===== src/rtl/dkong_snd_pkg.sv =====
// Shared types and constants for the Donkey Kong sound wave-ROM path.
// Also holds index helpers used by the requester arbiter (DKONG_WAV_ARB_RR_EN aware).
package dkong_snd_pkg;

  localparam int         NUM_REQ     = 3;
  localparam int         ROM_AW      = 19;
  localparam logic [7:0] SILENCE_DEF = 8'h80;

  typedef enum logic [1:0] {
    ST_IDLE  = 2'd0,
    ST_ISSUE = 2'd1,
    ST_WAIT  = 2'd2,
    ST_DONE  = 2'd3
  } arb_state_t;

  // (base + off) mod 3 for base in 0..2 and off in 0..3
  function automatic logic [1:0] wrap3(input logic [1:0] base, input logic [1:0] off);
    logic [2:0] s;
    s = {1'b0, base} + {1'b0, off};
    if (s >= 3'd3) s = s - 3'd3;
    return s[1:0];
  endfunction

  function automatic logic [1:0] onehot_idx(input logic [NUM_REQ-1:0] oh);
    if (oh[1]) return 2'd1;
    if (oh[2]) return 2'd2;
    return 2'd0;
  endfunction

endpackage


===== src/rtl/dkong_arb_pick.sv =====
// Combinational winner selection for the wave-ROM arbiter.
// Fixed priority bit0 > bit1 > bit2 by default; round-robin when DKONG_WAV_ARB_RR_EN is defined.
module dkong_arb_pick
  import dkong_snd_pkg::*;
(
  input  logic [NUM_REQ-1:0] req,
  input  logic [1:0]         ptr,
  output logic [NUM_REQ-1:0] gnt
);

`ifdef DKONG_WAV_ARB_RR_EN
  logic [1:0] rr_idx;
  logic       rr_found;

  // Search starts one past the last granted requester and wraps.
  always_comb begin
    gnt      = '0;
    rr_found = 1'b0;
    rr_idx   = 2'd0;
    for (int k = 1; k <= NUM_REQ; k++) begin
      rr_idx = wrap3(ptr, 2'(k));
      if (!rr_found && req[rr_idx]) begin
        gnt[rr_idx] = 1'b1;
        rr_found    = 1'b1;
      end
    end
  end
`else
  logic unused_ptr;
  assign unused_ptr = ^ptr;

  always_comb begin
    gnt = '0;
    if (req[0])      gnt = 3'b001;
    else if (req[1]) gnt = 3'b010;
    else if (req[2]) gnt = 3'b100;
  end
`endif

endmodule


===== src/rtl/dkong_wav_rom_arb.sv =====
// Three-requester arbiter sharing one wave ROM: IDLE -> ISSUE -> WAIT -> DONE, with read timeout.
// Define DKONG_WAV_ARB_RR_EN to switch from fixed priority to round-robin arbitration.
module dkong_wav_rom_arb
  import dkong_snd_pkg::*;
#(
  parameter int         TIMEOUT = 15,
  parameter logic [7:0] SILENCE = SILENCE_DEF
) (
  input  logic                I_CLK,
  input  logic                I_RST,
  input  logic [NUM_REQ-1:0]  I_REQ,
  input  logic [ROM_AW-1:0]   I_ADDR0,
  input  logic [ROM_AW-1:0]   I_ADDR1,
  input  logic [ROM_AW-1:0]   I_ADDR2,
  output logic [NUM_REQ-1:0]  O_ACK,
  output logic [7:0]          O_DATA,
  output logic                O_TMO,
  output logic [ROM_AW-1:0]   O_ROM_AB,
  output logic                O_ROM_RD,
  input  logic [7:0]          I_ROM_DB,
  input  logic                I_ROM_RDY
);

  localparam logic [7:0] TMO_LAST = 8'(TIMEOUT - 1);

  arb_state_t          state_q, state_d;
  logic [NUM_REQ-1:0]  req_q, req_d;
  logic [NUM_REQ-1:0]  win_q, win_d;
  logic [NUM_REQ-1:0]  ack_q, ack_d;
  logic [ROM_AW-1:0]   ab_q, ab_d;
  logic                rd_q, rd_d;
  logic                tmo_q, tmo_d;
  logic [7:0]          data_q, data_d;
  logic [7:0]          timer_q, timer_d;
  logic [NUM_REQ-1:0]  gnt;
  logic [1:0]          pick_ptr;

`ifdef DKONG_WAV_ARB_RR_EN
  logic [1:0] ptr_q, ptr_d;
  assign pick_ptr = ptr_q;
`else
  assign pick_ptr = 2'd2;
`endif

  dkong_arb_pick u_pick (
    .req (req_q),
    .ptr (pick_ptr),
    .gnt (gnt)
  );

  always_comb begin
    state_d = state_q;
    req_d   = I_REQ;
    win_d   = win_q;
    ab_d    = ab_q;
    rd_d    = 1'b0;
    ack_d   = '0;
    tmo_d   = 1'b0;
    data_d  = data_q;
    timer_d = timer_q;
`ifdef DKONG_WAV_ARB_RR_EN
    ptr_d   = ptr_q;
`endif
    unique case (state_q)
      ST_IDLE: begin
        if (|req_q) begin
          win_d = gnt;
          if (gnt[0])      ab_d = I_ADDR0;
          else if (gnt[1]) ab_d = I_ADDR1;
          else             ab_d = I_ADDR2;
          rd_d    = 1'b1;
          state_d = ST_ISSUE;
`ifdef DKONG_WAV_ARB_RR_EN
          ptr_d   = onehot_idx(gnt);
`endif
        end
      end
      ST_ISSUE: begin
        timer_d = 8'd0;
        state_d = ST_WAIT;
      end
      // ROM ready takes precedence over a timeout landing in the same cycle.
      ST_WAIT: begin
        if (I_ROM_RDY) begin
          data_d  = I_ROM_DB;
          ack_d   = win_q;
          state_d = ST_DONE;
        end else if (timer_q == TMO_LAST) begin
          data_d  = SILENCE;
          ack_d   = win_q;
          tmo_d   = 1'b1;
          state_d = ST_DONE;
        end else begin
          timer_d = timer_q + 8'd1;
        end
      end
      ST_DONE: begin
        state_d = ST_IDLE;
      end
      default: state_d = ST_IDLE;
    endcase
  end

  always_ff @(posedge I_CLK or posedge I_RST) begin
    if (I_RST) begin
      state_q <= ST_IDLE;
      req_q   <= '0;
      win_q   <= '0;
      ab_q    <= '0;
      rd_q    <= 1'b0;
      ack_q   <= '0;
      tmo_q   <= 1'b0;
      data_q  <= SILENCE;
      timer_q <= 8'd0;
`ifdef DKONG_WAV_ARB_RR_EN
      ptr_q   <= 2'd2;
`endif
    end else begin
      state_q <= state_d;
      req_q   <= req_d;
      win_q   <= win_d;
      ab_q    <= ab_d;
      rd_q    <= rd_d;
      ack_q   <= ack_d;
      tmo_q   <= tmo_d;
      data_q  <= data_d;
      timer_q <= timer_d;
`ifdef DKONG_WAV_ARB_RR_EN
      ptr_q   <= ptr_d;
`endif
    end
  end

  assign O_ACK    = ack_q;
  assign O_TMO    = tmo_q;
  assign O_DATA   = data_q;
  assign O_ROM_AB = ab_q;
  assign O_ROM_RD = rd_q;

endmodule

===== config.mk =====
export PLATFORM = sky130hd
export DESIGN_NAME = dkong_wav_rom_arb
export DESIGN_NICKNAME = d
export VERILOG_FILES = /design/src/rtl/dkong_snd_pkg.sv /design/src/rtl/dkong_arb_pick.sv /design/src/rtl/dkong_wav_rom_arb.sv
export SDC_FILE = /design/constraint.sdc
export NUM_CORES = 1
export LEC_CHECK = 0
export CAP_MARGIN = 40
export CORE_ASPECT_RATIO = 1.2
export CORE_MARGIN = 3
export CORE_UTILIZATION = 40
export CTS_BUF_LIST = sky130_fd_sc_hd__clkbuf_4
export CTS_CLUSTER_DIAMETER = 30
export DETAILED_ROUTE_END_ITERATION = 8
export HOLD_SLACK_MARGIN = 0.02
export PLACE_DENSITY = 0.79
export SLEW_MARGIN = 20
export SYNTH_ARGS = -nofsm -noshare
export SYNTH_HDL_FRONTEND = slang
export SYNTH_SLANG_ARGS = --single-unit

===== constraint.sdc =====
create_clock -name I_CLK -period 1.8 [get_ports I_CLK]
set_input_delay 0.54 -clock I_CLK [delete_from_list [all_inputs] [get_ports I_CLK]]
set_output_delay 0.54 -clock I_CLK [all_outputs]
set_load 0.005 [all_outputs]

==> reports/qor.yml <==
status: "complete, no violations"
syn_nets: 313
portBuffers: 102
power_density_mw_per_mm2: 1190
synthesis.area_mm2: 0.00248
synth-seq-cells: 48
cts_buffer_depth: 2
crit_fanout: 1
period_minus_slack_ps: 1750
grt_pass1_vias: 2363
cts_made_buffers: 5
dp_hpwl_mm: 4.79
core_mm2: 0.00582
die_width_um: 77.9
clock-sinks: 48
final_util_pct: 66.6
antennaDiodeCount: 0
r2r-end: "O_DATA[1]$_DFFE_PP0P_"
start_util_pct: 42.7
worstSkewPairLatency_ps: 360
layout.cells.non_filler: 441
path_cells: "clkdlybuf4s50_1"
layout_commonest_cell: "clkdlybuf4s50_1"
avgSynthCellArea_um2: 10.5
drive_gt1_share_pct: 17.2
report.final.slew_viol_count: 0
critical_path_class: "reg -> out"
crit_buf_inv: 1
yosys.cell_types.count: 38
rows: 30
cts_root_buf: "clkbuf_4"
ant_nets: 0
setup_viol: 0
reg2reg_from: "timer_q[4]$_DFFE_PP0P_"
synth_mux_area_share_pct: 15.7
cts.hold.buffers_added: 0
ir_drop_uv: 624
cts_tree: "done"
r2r_slack_ps: 80
synth_cells: 236
cp-start-kind: "register"
grt_antenna_before_repair: 0
ios: 103
arrival_ps: 1210
grt_max_degree: 31
setup-tns-final_ps: 0
drv_cap: 0
p_leak_nw: 1.90
yosys.area_share.xor_xnor_pct: 0
reg2regPathDepth: 3
htree_levels: 2
dieArea_mm2: 0.00719
cpMaxStageDelayCell: "clkdlybuf4s50_1"
timing.hold.ws_ps: 432
grt_first_pass_wirelength_mm: 10.3
critical_path.endpoint_type: "output port"
drt-initial-drc-count: 75
synth-simple-area-share_pct: 11.2
relSlewSlack_pct: 66.4
die_h_um: 92.3
critPathMaxStageDelay_ps: 500
worst_pin_slew_ps: 504
gp_congestion: 0.788
yosysWarnings: 0
synthAdderAreaFrac_pct: 3.02
grt_remaining_overflow: 0
synth_compound_area_share_pct: 16.0
wl_mm: 6.17
worst_slack_ps: 53.0
viasPerCell: 5.00
preCtsSetupSlack_ps: 9.29
final_cell_mix: "71 x clkdlybuf4s50_1, 47 x dfrtp_1, 30 x nand2_1, 25 x buf_4, 24 x dlygate4sd2_1"
placed_cells: 419
rsz0062_at_grt: "false"
skew_ps: 12.1
drc: 0
yosysSeqAreaShare_pct: 48.4
hold_violations: 0
max_freq_mhz: 572
final_nets: 437
syn_to_final_growth_pct: 56.1
wl_per_cell_um: 14.0
critical_path_required_ps: 1260
clk_pin_slew_worst_paths_ps: 150
cp-startpoint: "O_TMO$_DFF_PP0_"
vias: 2207
crit_family: "buffers and inverters"
post-route-period-util_pct: 97.1
synth_top_family_by_area: "compound AO/OA/AOI/OAI gates"
grt_usage_pct: 17.9
drt_first_pass_iters: 4
min_path_type: "in -> async"
per-layer routing:
layer	up-vias	track usage, %	part of all wire (%)
met1	1034	17.5	35
li1	1081	-	-
met4	0	5.10	1.4
met3	8	7.98	10
met2	84	33.5	53
met5	-	0	0
cells in the mapped netlist:
cell type / number / area share, %
a31o_1: 7 / 2.5
o31ai_4: 1 / 0.86
a22oi_1: 4 / 1.2
a311oi_1: 2 / 0.71
and4b_2: 1 / 0.45
o21a_2: 1 / 0.35
and4b_1: 1 / 0.40
nor2_1: 4 / 0.60
o22ai_1: 1 / 0.25
or4b_4: 2 / 1.1
and2_1: 1 / 0.25
a22o_1: 1 / 0.35
nand4_1: 2 / 0.50
o211ai_1: 3 / 0.91
or2_1: 1 / 0.25
dfrtp_1: 47 / 47
a21oi_1: 8 / 1.6
nand2_1: 30 / 4.5
and3_2: 1 / 0.30
inv_1: 17 / 2.6
clkinv_1: 2 / 0.30
nand3_1: 7 / 1.4
buf_6: 2 / 0.91
o21ai_0: 23 / 4.6
mux2_2: 15 / 6.8
buf_4: 1 / 0.30
dfstp_2: 1 / 1.1
or2_2: 1 / 0.25
nor2b_1: 1 / 0.25
buf_2: 2 / 0.40
nand3b_1: 2 / 0.60
mux2i_1: 21 / 8.5
mux2_1: 1 / 0.45
ha_1: 6 / 3.0
clkbuf_1: 8 / 1.2
o211a_1: 3 / 1.2
o221ai_1: 4 / 1.4
nand2b_1: 1 / 0.25
kinds of logic after synthesis:
family,Yosys count
AO/OA/AOI/OAI,58
AND/OR/NAND/NOR,55
flip-flops,48
multiplexers,37
buffers and inverters,32
adder cells (fa/ha/maj),6
power breakdown:
part	total, mW	switching (mW)	internal [mW]
registers	1.68	0.209	1.48
logic	2.14	0.878	1.26
clock network	0.797	0.359	0.437
state kept, by name (all words and copies together), names as in the netlist:
| name | count |
|---|---|
| O_ROM_RD | 1 |
| state_q | 2 |
| req_q | 3 |
| O_DATA | 8 |
| win_q | 3 |
| timer_q | 8 |
| O_ROM_AB | 19 |
| O_ACK | 3 |
| O_TMO | 1 |
per-stage QoR:
| step | cell area [um^2] | power [mW] |
|---|---|---|
| after floorplan | 2480 | 2.72 |
| final | 3880 | 4.62 |
| after global routing | 3880 | 4.98 |
| after CTS | 3840 | 4.65 |
| after global placement | 3680 | 3.75 |
| after detailed placement | 3680 | 3.85 |
how the worst max path moves through the flow:
stage | to | slack, ps | cells after the start
global route | O_TMO | 10 | 1
global placement | O_ROM_AB[2]$_DFFE_PP0P_ | 60 | 7
detailed placement | timer_q[1]$_DFFE_PP0P_ | 9 | 4
CTS | O_ROM_AB[6] | 5 | 1
floorplan | state_q[0]$_DFFE_PP0P_ | 80 | 5
finish | O_TMO | 50 | 1
what timing repair did:
item | 4_1_cts | 5_1_grt
setup endpoints to repair | 33 | 24
resized for setup | 25 | 9
pin swaps | 0 | 1
buffers inserted | 12 | 2
cloned | 0 | 0
layout make-up:
class	count	area (um^2)
clock buffer	5	37.5
fill	460	1940
sequential	48	1200
multi-input combinational	156	1140
inverter	19	72.6
timing repair buffer	130	1260
clock inverter	3	68.8
tap	80	100
(Power assumes the default switching activity.)
